File: config.mk
export PLATFORM = sky130hd
export DESIGN_NAME = dequantize
export DESIGN_NICKNAME = d
export VERILOG_FILES = /design/src/rtl/dequantize.sv
export SDC_FILE = /design/constraint.sdc
export NUM_CORES = 1
export LEC_CHECK = 0
export ABC_AREA = 1
export CORE_MARGIN = 4
export CORE_UTILIZATION = 35
export CTS_BUF_LIST = sky130_fd_sc_hd__clkbuf_8
export DETAILED_ROUTE_END_ITERATION = 8
export HOLD_SLACK_MARGIN = 0.02
export RECOVER_POWER = 100
export REMOVE_ABC_BUFFERS = 1
export SLEW_MARGIN = 0
export SYNTH_ARGS = -nofsm -noshare
export SYNTH_HDL_FRONTEND = slang
export SYNTH_SLANG_ARGS = --single-unit
export TNS_END_PERCENT = 30
File: constraint.sdc
create_clock -name clock -period 7.3 [get_ports clock]
set_clock_uncertainty 0.15 [all_clocks]
set_input_delay 1.46 -clock clock [delete_from_list [all_inputs] [get_ports clock]]
set_output_delay 1.46 -clock clock [all_outputs]
set_load 0.05 [all_outputs]
File: src/rtl/dequantize.sv
// Streaming dequantizer: widens packed signed 8-bit pixels to
// 32-bit accumulator values (pixel * scale, shifted), 2-stage pipe.
module dequantize #(
    parameter int SIZE        = 4,
    parameter int SHIFT       = 3,
    parameter int FRAME_BEATS = 16
) (
    input  logic                 clock,
    input  logic                 reset,
    input  logic [7:0]           scale_in,
    input  logic                 scale_load,
    input  logic                 in_valid,
    output logic                 in_ready,
    input  logic [8*SIZE-1:0]    pixel_in,
    output logic                 out_valid,
    input  logic                 out_ready,
    output logic [32*SIZE-1:0]   pixel_out,
    output logic                 out_last
);

    localparam int CW = (FRAME_BEATS > 1) ? $clog2(FRAME_BEATS) : 1;
    localparam logic [CW-1:0] LAST_IDX = CW'(FRAME_BEATS - 1);

    logic [7:0]           scale_q;
    logic                 s1_valid_q, s1_valid_d;
    logic                 s2_valid_q, s2_valid_d;
    logic [17*SIZE-1:0]   prod_q, prod_d;
    logic [32*SIZE-1:0]   res_q, res_d;
    logic [CW-1:0]        beat_cnt_q, beat_cnt_d;
    logic                 adv1, adv2, in_xfer, out_xfer;

    assign adv2     = !s2_valid_q || out_ready;
    assign adv1     = !s1_valid_q || adv2;
    assign in_ready = adv1;
    assign in_xfer  = in_valid && adv1;
    assign out_xfer = s2_valid_q && out_ready;

    assign out_valid = s2_valid_q;
    assign pixel_out = res_q;
    assign out_last  = s2_valid_q && (beat_cnt_q == LAST_IDX);

    // Per-lane multiply (stage 1 input) and shift (stage 2 input).
    // Scale is zero-extended so 255 stays positive; 17 bits always suffice.
    for (genvar i = 0; i < SIZE; i++) begin : g_lane
        logic signed [16:0] px, sc, p;
        logic signed [31:0] pw, r;
        assign px = {{9{pixel_in[8*i+7]}}, pixel_in[8*i +: 8]};
        assign sc = {9'b0, scale_q};
        assign p  = px * sc;
        assign prod_d[17*i +: 17] = p;
        assign pw = {{15{prod_q[17*i+16]}}, prod_q[17*i +: 17]};
        if (SHIFT >= 0) begin : g_left
            assign r = pw <<< SHIFT;
        end else begin : g_right
            assign r = pw >>> (-SHIFT);
        end
        assign res_d[32*i +: 32] = r;
    end

    // Next-state for the valid bits and the output-beat counter.
    always_comb begin
        s1_valid_d = s1_valid_q;
        s2_valid_d = s2_valid_q;
        beat_cnt_d = beat_cnt_q;
        if (adv1) s1_valid_d = in_valid;
        if (adv2) s2_valid_d = s1_valid_q;
        if (out_xfer)
            beat_cnt_d = (beat_cnt_q == LAST_IDX) ? '0 : beat_cnt_q + 1'b1;
    end

    // Pipeline registers; data only moves on the matching advance.
    always_ff @(posedge clock or posedge reset) begin
        if (reset) begin
            s1_valid_q <= 1'b0;
            s2_valid_q <= 1'b0;
            prod_q     <= '0;
            res_q      <= '0;
            beat_cnt_q <= '0;
        end else begin
            s1_valid_q <= s1_valid_d;
            s2_valid_q <= s2_valid_d;
            beat_cnt_q <= beat_cnt_d;
            if (in_xfer) prod_q <= prod_d;
            if (adv2 && s1_valid_q) res_q <= res_d;
        end
    end

    // Scale register; a beat accepted on the load edge used the old value.
    always_ff @(posedge clock or posedge reset) begin
        if (reset) scale_q <= 8'd1;
        else if (scale_load) scale_q <= scale_in;
    end

endmodule

# --- Yosys cells after proc, flatten, opt, wreduce, memory -nomap -nowiden ---
# Cells that the tools add are included.
classes:
  addsub: 1
  mul: 4
  div_mod_pow: 0
  magnitude_cmp: 0
  eq_ne: 1
  shifts: 0
  mux: 1
  n_bitwise: 0
  n_reduce_logical: 8
op_table:
  columns: ["op", "n"]
  rows:
  - ["multiplier 8 x 9 -> 17 bit", 4]
  - ["adder 4 x 1 -> 4 bit, second input constant", 1]
  - ["equality test 4 bit, second input constant", 1]
  - ["logical AND 1 bit", 4]
  - ["2-to-1 mux 4 bit", 1]
  - ["logical NOT 1 bit", 2]
  - ["logical OR 1 bit", 2]
totals:
  register_bits: 186
  latchBits: 0
  mem_bits_rw: 0
  rom_bits: 0
  in_bits: 45
  output_inout_bits: 131
  mem_count: 0

# --- Logic depth before layout (Yosys ltp) ---
# Gate-level depths: netlist (run 1).
depth:
  ltp_word: 4
  mapped_depth: 23
  mapped_depth_nobuf: 21

# --- Worst setup path before layout (run 1) ---
# Ideal clock, no wire load.
synth_path:
  kind: "input-to-reg"
  startpoint: "in pixel_in[0]"
  endpoint: "reg prod_q[10]"
  t_arrival_ps: 4920
  required_time_ps: 7033
  setup_slack_ps: 2112
  cell_stages: 17
  n_path_buf: 1
  path_cell_list: "clkbuf_1 nand2_1 fa_1 fa_1 inv_1 fa_1 inv_1 fa_1 inv_1 ha_1 nand2_1 nand3_1 nand2_1 nand2_1 or2_2 nand3_1 nand2_1"
synth_via:
  elab_chain_len: 1
synth_lines:
  columns: ["item", "line_no", "rtl"]
  rows:
  - ["start: declaration", "14", "input logic [8*SIZE-1:0] pixel_in,"]
  - ["multiplier 8 x 9 -> 17 bit", "49", "assign p = px * sc;"]
  - ["end signal: assignment", "83", "if (in_xfer) prod_q <= prod_d;"]
  - ["end: declaration", "27", "logic [17*SIZE-1:0] prod_q, prod_d;"]
# Every way passes these cells.
# A chain may end at the register's enable or synchronous reset.

# --- Final worst setup path (run 1) ---
layout_path:
  startpoint: "in out_ready"
  endpoint: "reg res_q[13], in the netlist pixel_out[13]"
layout_via:
  elab_chain_len: 2
layout_lines:
  columns: ["item", "line_no", "rtl"]
  rows:
  - ["start: declaration", "16", "input logic out_ready,"]
  - ["logical OR 1 bit", "32", "assign adv2 = !s2_valid_q || out_ready;"]
  - ["logical AND 1 bit", "84", "if (adv2 && s1_valid_q) res_q <= res_d;"]
  - ["end signal: assignment", "84", null]
  - ["end: declaration", "28", "logic [32*SIZE-1:0] res_q, res_d;"]
# Every way passes these cells.

==> results of run 1 <==
[through the flow]
stage | hold slack, ps | area [um^2] | total power, uW
2_1_floorplan | 295 | 15200 | 4700
3_3_place_gp | 313 | 17700 | 5940
3_5_place_dp | 312 | 17700 | 6000
4_1_cts | 339 | 18100 | 6830
5_1_grt | 354 | 18100 | 7300
6_report | 330 | 18100 | 6600
[state kept, by name, indices dropped and copies added, names as in the netlist]
| signal | count |
|---|---|
| pixel_out | 68 |
| out_valid | 1 |
| scale_q | 8 |
| prod_q | 68 |
| s1_valid_q | 1 |
| beat_cnt_q | 4 |
[layout by cell type, fill, tap and decap left out, types with 18 or more instances in the layout]
cell type,instances
ha_1,173
nor2_1,59
mux2_2,44
nand4_1,21
o21ai_0,67
dfrtp_1,149
dlygate4sd3_1,130
fa_1,148
clkdlybuf4s50_1,33
clkbuf_8,18
inv_1,537
a21oi_1,19
nand2_1,601
nand3_1,82
[worst reg2reg max path, stage by stage (launching register included)]
cell and delay [ps]:
dfrtp_1 1090, buf_4 350, nand2_1 90, fa_1 470, fa_1 520, inv_1 60, fa_1 550, inv_1 50
fa_1 480, inv_1 40, ha_1 340, nand2_1 100, nand3_1 180, nand2_1 140, nand4_1 100, nand3_1 100
o21ai_0 120
[cell families (layout without fill, tap and decap cells)]
logic type | Yosys count | after routing | share of synthesized area [%]
compound gates | 93 | 93 | 3.15
xor+xnor | 11 | 11 | 0.602
fa+ha+maj | 321 | 321 | 32.0
buf+inv | 677 | 744 | 17.9
flops | 150 | 150 | 23.5
mux | 44 | 44 | 3.10
other cells | 1 | 13 | 0.0234
simple gates | 784 | 784 | 19.7
[cell type report]
cell class | instances | area (um^2) | share of cell area, %
clock buffer | 18 | 248 | 1.37
sequential | 150 | 3750 | 20.7
multi-input combinational | 1265 | 9420 | 52.0
inverter | 537 | 2020 | 11.1
antenna | 1 | 2.50 | 0.0138
clock inverter | 13 | 206 | 1.14
timing repair buffer | 176 | 1720 | 9.47
tap | 600 | 751 | 4.14
[metal layers]
layer | GRT usage [%] | vias to the layer above
met5 | 0 | -
met4 | 5.16 | 2
met3 | 3.57 | 38
met2 | 26.9 | 189
met1 | 20.3 | 5943
li1 | - | 6181
[power groups by stage]
stage / sequential [uW] / combinational, uW / clock, uW
5_1_grt: 1410 / 5050 / 834
2_1_floorplan: 2360 / 2340 / 0
4_1_cts: 1380 / 4640 / 814
3_3_place_gp: 1390 / 4560 / 0
6_report: 1360 / 4470 / 766
3_5_place_dp: 1390 / 4610 / 0
[worst paths after layout]
kind	start	endpoint	slack, ps	depth (start not counted)
setup / recovery	out_ready	pixel_out[13]	1690	6
hold / removal	pixel_out[99]	pixel_out[99]	330	2
setup reg to reg	scale_q[6]	prod_q[63]	2180	16
hold reg to reg	pixel_out[99]	pixel_out[99]	330	2
max in group asynchronous	reset	prod_q[28]	2080	3
min in group asynchronous	reset	beat_cnt_q[3]	2240	2
==> impl_results.md, run 1 <==
* Clock-pin slew on the worst setup and hold paths at 80 ps
* Die Ht at 222 um
* Layout Nets at approximately 2,500
* RSZ-0062 raised after global routing: false
* Fin. Hold Viols at 0
* Crit-path cells: dlygate4sd3_1 -> inv_1 -> nand2_1 -> nand2_1 -> clkbuf_1 -> mux2_2
* Register area share after synthesis at 23.5%
* Top post-synthesis cells by area: dfrtp_1 (23%), fa_1 (19%), nand2_1 (14%)
* HPWL after DPL at between 20 and 30 mm
* Most used cell, CP: nand2_1
* Distinct cells, synth at 31
* Top sig layer: met5
* H-Tree Depth at 4
* Share of total power in combinational logic at 67.7%
* Bufs and invs on worst path at 3
* Status: finished with violations
* WL met1 at around 17 mm
* Met3 wire length at 1.41 mm
* Via count at 12,400
* Final setup viols at 0
* WS Path Type: in -> reg
* Area of the mapped netlist at roughly 0.016 mm^2
* Final wirelength at between 30 and 40 mm
* Total track usage at 15.9%
* Worst-Skew Late Latency at 560 ps
* Hold Path Class: reg -> reg
* Share of cells above drive strength 1 at ~4.5%
* Number of flops mapped to enable cells by yosys at 0
* Num CTS Buffers at 17
* Die Area at between 0.04 and 0.05 mm^2
* Setup crit end kind: flip-flop
* Antenna violations before repair at 1
* Vias in the first global route at 13,000
* Sequential share of power at between 20 and 25%
* Initial DRT Pass Iterations at 5
* CTS Buffer Depth at 2
* Top Ports at 176
* Slew Limit Headroom at -140%
* Top post-synthesis cells by count: nand2_1 (600), inv_1 (536), ha_1 (173)
* # Post-CTS Setup Buffers at 0
* Switch Pwr at 3480 uW
* Initial drt markers at 571
* Slowest stage delay, CP at 1820 ps
* Ys async rst share at between 90% and 100%
* Worst Setup Start Kind: input pin
* Placed Instances at about 2,700
* CORE AREA at around 0.045 mm^2
* Pins Over Slew Limit at 267
* Max Freq at 178 MHz
* Maximum vdd drop at 235 uV
* WP data arrival at between 5000 and 6000 ps
* GRT Residual Overflow at 0
* Starting Density at 35.3%
* Power Dens Cells at 364 mW/mm^2
* Fin cells at 2,760
* CP delay by family, top: buffers and inverters
* Post-CTS Resized at 0
* Antenna-violating nets left at 0
* Min Clock Period, post-route at about 5600 ps
* CTS sink cnt at 150
* Fill count at 4,743
* Max_cap viols at 5
* Count leader, synth: nand2_1
* Wirelength per Cell at roughly 13 um
* DR WL met2 at 17.6 mm
* Synth top area share at a little under a quarter
* DRC at 0
* Largest net degree at the start of global routing at 78
* Pint at 3120 uW
* First-pass GRT wire length at 64.1 mm
* Critical Path Slowest Stage Cell: clkbuf_1
* Crit-path max FO at 54
* Yosys reg bits at 150
* Least-Margin Pin Slew at about 3600 ps
* Port bufs at 163
* Clock share of power at 11.6%
* Failing checks: max-capacitance violations, max-slew violations
* Critical Path RT at around 7600 ps
* Primary FF master, synth: dfrtp_1
* Avg Inst Size Synth at 7.69 um^2
* Vias per cell at about 4.5
* Hold buffer count at cts at 0
* Gate Count Post-Synth at 2,081
* Pre-CTS setup slack at 1350 ps
* Yosys top cell by area: dfrtp_1
* Die X at between 200 and 250 um
* CTS tree: done
* Worst setup margin at approximately 1700 ps
* Final GP Congestion at 0.850
* Switching share of power at 52.7%
* Row count at 78
* Leakage at between 0.01 and 0.015 uW
* Synth warn at 0
* Root buf cell: clkbuf_8
* Fin util at between 30% and 40%
* Area grow syn2layout at 13.2%
* Fin crit share at 76.8%
* Total negative slack at 0 ps
Note: power is estimated with default switching activity, not from simulation.
==> inputs of run 2 (changes only) <==
==> constraint.sdc (replaced) <==
create_clock -name clock -period 4.6 [get_ports clock]
set_clock_uncertainty 0.15 [all_clocks]
set_input_delay 0.92 -clock clock [delete_from_list [all_inputs] [get_ports clock]]
set_output_delay 0.92 -clock clock [all_outputs]
set_load 0.05 [all_outputs]
==> impl_results.md, run 2 (synthesized netlist as in run 1, its figures left out) <==
* Status: finished with violations
* Failing checks: max-capacitance violations, max-slew violations
* Final setup viols at 0 (unchanged)
* Initial DRT Pass Iterations at 5 (unchanged)
* Crit-path cells: clkdlybuf4s50_1 -> buf_4 -> nand2_1 -> fa_1 -> fa_1 -> inv_1 -> fa_1 -> inv_1 -> fa_1 -> inv_1 -> ha_1 -> nand2_1 -> nor2_1 -> nand2_1 -> nand2_1 -> xor2_1 -> nand2_1 -> nand2_1
* Max_cap viols at 2 (-3)
* Worst-Skew Late Latency at 550 ps (about the same)
* Slew Limit Headroom at -62.2% (+78 points)
* Port bufs at 163 (unchanged)
* Max Freq at approximately 220 MHz
* Hold Path End: pixel_out[103]
* Largest net degree at the start of global routing at 81 (+3.8%)
* Via count at 12,800 (+3.4%)
* CORE AREA at 0.0453 mm^2 (unchanged)
* HPWL after DPL at 30.0 mm (+6.5%)
* Setup crit end kind: flip-flop
* Vias per cell at 4.46 (-0.38%)
* Critical Path Slowest Stage Cell: fa_1
* Total track usage at 16.2% (+0.29 points)
* Pins Over Slew Limit at 145 (-46%)
* Antenna-violating nets left at 0 (unchanged)
* DRC at 0 (unchanged)
* Share of total power in combinational logic at 70.0% (+2.3 points)
* Pint at 5570 uW (+78%)
* GRT Residual Overflow at 0 (unchanged)
* Die Ht at 222 um (unchanged)
* Vias in the first global route at 13,500 (+3.2%)
* Hold Path Class: reg -> reg
* Leakage at 0.0115 uW (+7.1%)
* Worst Setup Start Kind: input pin
* CTS sink cnt at 150 (unchanged)
* First-pass GRT wire length at 65.2 mm (+1.7%)
* Maximum vdd drop at 438 uV (+86%)
* Fin cells at 2,864 (+3.8%)
* Share of cells above drive strength 1 at 9.81% (+5.3 points)
* Area grow syn2layout at 19.4%
* Reg2reg path depth at 15 (-1)
* Antenna cells at 0 (-1)
* Row count at 78 (unchanged)
* CTS tree: done
* Initial drt markers at 716 (+25%)
* CTS Buffer Depth at 2 (unchanged)
* Clock-pin slew on the worst setup and hold paths at 80 ps (about the same)
* Switching share of power at 50.5% (-2.2 points)
* FF-to-FF End: prod_q[61]
* H-Tree Depth at 4 (unchanged)
* Hold path depth at 2 (unchanged)
* Die X at 222 um (unchanged)
* R2R setup slack at 240 ps (-1940 ps)
* Fin. Hold Viols at 0 (unchanged)
* Most used cell, CP: nand2_1
* Min Clock Period, post-route at 4470 ps
* RSZ-0062 raised after global routing: true
* Critical Path RT at 4920 ps (-2650 ps)
* Final GP Congestion at 0.835 (-1.8%)
* Slowest stage delay, CP at 510 ps (-1310 ps)
* Clock share of power at 11.0% (-0.6 points)
* Switch Pwr at 5670 uW (+63%)
* Top Ports at 176 (unchanged)
* Fin Hold WS at 329 ps (-1.08 ps)
* Placed Instances at 2,834 (+3.9%)
* Antenna violations before repair at 4 (+3)
* Most frequent cells in the layout: nand2_1 (600), inv_1 (534), ha_1 (169)
* Hold path start: pixel_out[103]
* Num CTS Buffers at 17 (unchanged)
* Worst reg2reg startpoint: scale_q[2]
* Fill count at 4,658 (-1.8%)
* Least-Margin Pin Slew at 2430 ps (-1150 ps)
* Die Area at 0.0492 mm^2 (unchanged)
* Power Dens Cells at 588 mW/mm^2 (+62%)
* WS Path Type: in -> reg
* WP data arrival at 4800 ps (-1080 ps)
* Fin crit share at between 90% and 100%
* Starting Density at 35.3% (unchanged)
* Commonest non-fill, non-tap cell in the layout: nand2_1
* Root buf cell: clkbuf_8
* Wirelength per Cell at 13.2 um (-0.56%)
* Final wirelength at 37.9 mm (+3.2%)
* Sequential share of power at 19.0% (-1.6 points)
* Crit-path max FO at 5 (-91%)
* Layout Nets at 2,619 (+4.2%)
## run 2: changes by cell type in the layout (fill, tap and decap cells not counted), sizes merged, moves of 4 or more
| cell | before | now |
|---|---|---|
| buf | 9 | 108 |
| dlymetal6s2s | 0 | 22 |
| clkdlybuf4s50 | 33 | 19 |
| clkbuf | 22 | 32 |
| dlygate4sd3 | 130 | 122 |
| clkinv | 6 | 2 |
## run 2: power groups by stage
stage / registers [uW] / logic, uW / clock network [uW]
floorplan: 3740 / 3720 / 0
global placement: 2180 / 7880 / 0
detailed placement: 2190 / 7970 / 0
CTS: 2170 / 8020 / 1320
global route: 2230 / 8830 / 1360
finish: 2140 / 7860 / 1240
## run 2: through the flow
| step | setup slack, ps | utilization, % | instance area, um^2 | total power [uW] | TNS (ps) |
|---|---|---|---|---|---|
| after floorplan | -639 | - | 15200 | 7460 | -110120 |
| after global placement | -565 | 40.9 | 18500 | 10100 | -19990 |
| after detailed placement | -634 | 40.9 | 18500 | 10200 | -21750 |
| after CTS | 4.93 | 41.9 | 19000 | 11500 | 0 |
| after global routing | -22.3 | 42.2 | 19100 | 12400 | -22.3 |
| final | 127 | 42.2 | 19100 | 11200 | 0 |
## run 2: how the worst max path moves through the flow
stage / startpoint / end / slack [ps] / cells after the start
6_report: pixel_in[15] / prod_q[28] / 130 / 18
5_1_grt: pixel_in[30] / prod_q[61] / -20 / 15
4_1_cts: pixel_in[19] / prod_q[49] / 5 / 17
3_5_place_dp: pixel_in[19] / prod_q[49] / -630 / 17
3_3_place_gp: pixel_in[19] / prod_q[49] / -560 / 17
2_1_floorplan: pixel_out[115] / pixel_out[115] / -640 / 0
## run 2: cell type report
type	count	area [um^2]	area share [%]
multi-input combinational	1265	9510	49.8
sequential	150	3760	19.7
timing repair buffer	282	2610	13.7
inverter	537	2020	10.6
tap	600	751	3.93
clock buffer	21	289	1.51
clock inverter	9	173	0.904
## run 2: critical path, delay by kind of cell
kind | cells | cell delay [ps]
XOR/XNOR | 1 | 150
adder cells (fa/ha/maj) | 5 | 2310
buffers and inverters | 5 | 780
AND/OR/NAND/NOR | 7 | 630
## run 2: what timing repair did
item,CTS,global route
setup buffers,0,0
endpoints found under the hold margin,0,0
resized for setup,0,45
hold buffers,0,0
endpoints found under the setup margin,0,36
## run 2: metal layers
layer  up-vias  global-route usage (%)  share of wire [%]
met5         -                       0               0.12
met2       234                    27.5                 49
met4         8                    4.92                1.9
met1      6073                    20.4                 45
li1       6400                       -                  -
met3        55                    4.04                4.5
==> inputs of run 3 (changes only) <==
--- a/config.mk
+++ b/config.mk
@@ -6,6 +6,7 @@
 export NUM_CORES = 1
 export LEC_CHECK = 0
 export ABC_AREA = 1
+export CAP_MARGIN = 20
 export CORE_MARGIN = 4
 export CORE_UTILIZATION = 35
 export CTS_BUF_LIST = sky130_fd_sc_hd__clkbuf_8
==> results of run 3 <==
Final layout, timing and power as in run 2 (identical DEF).
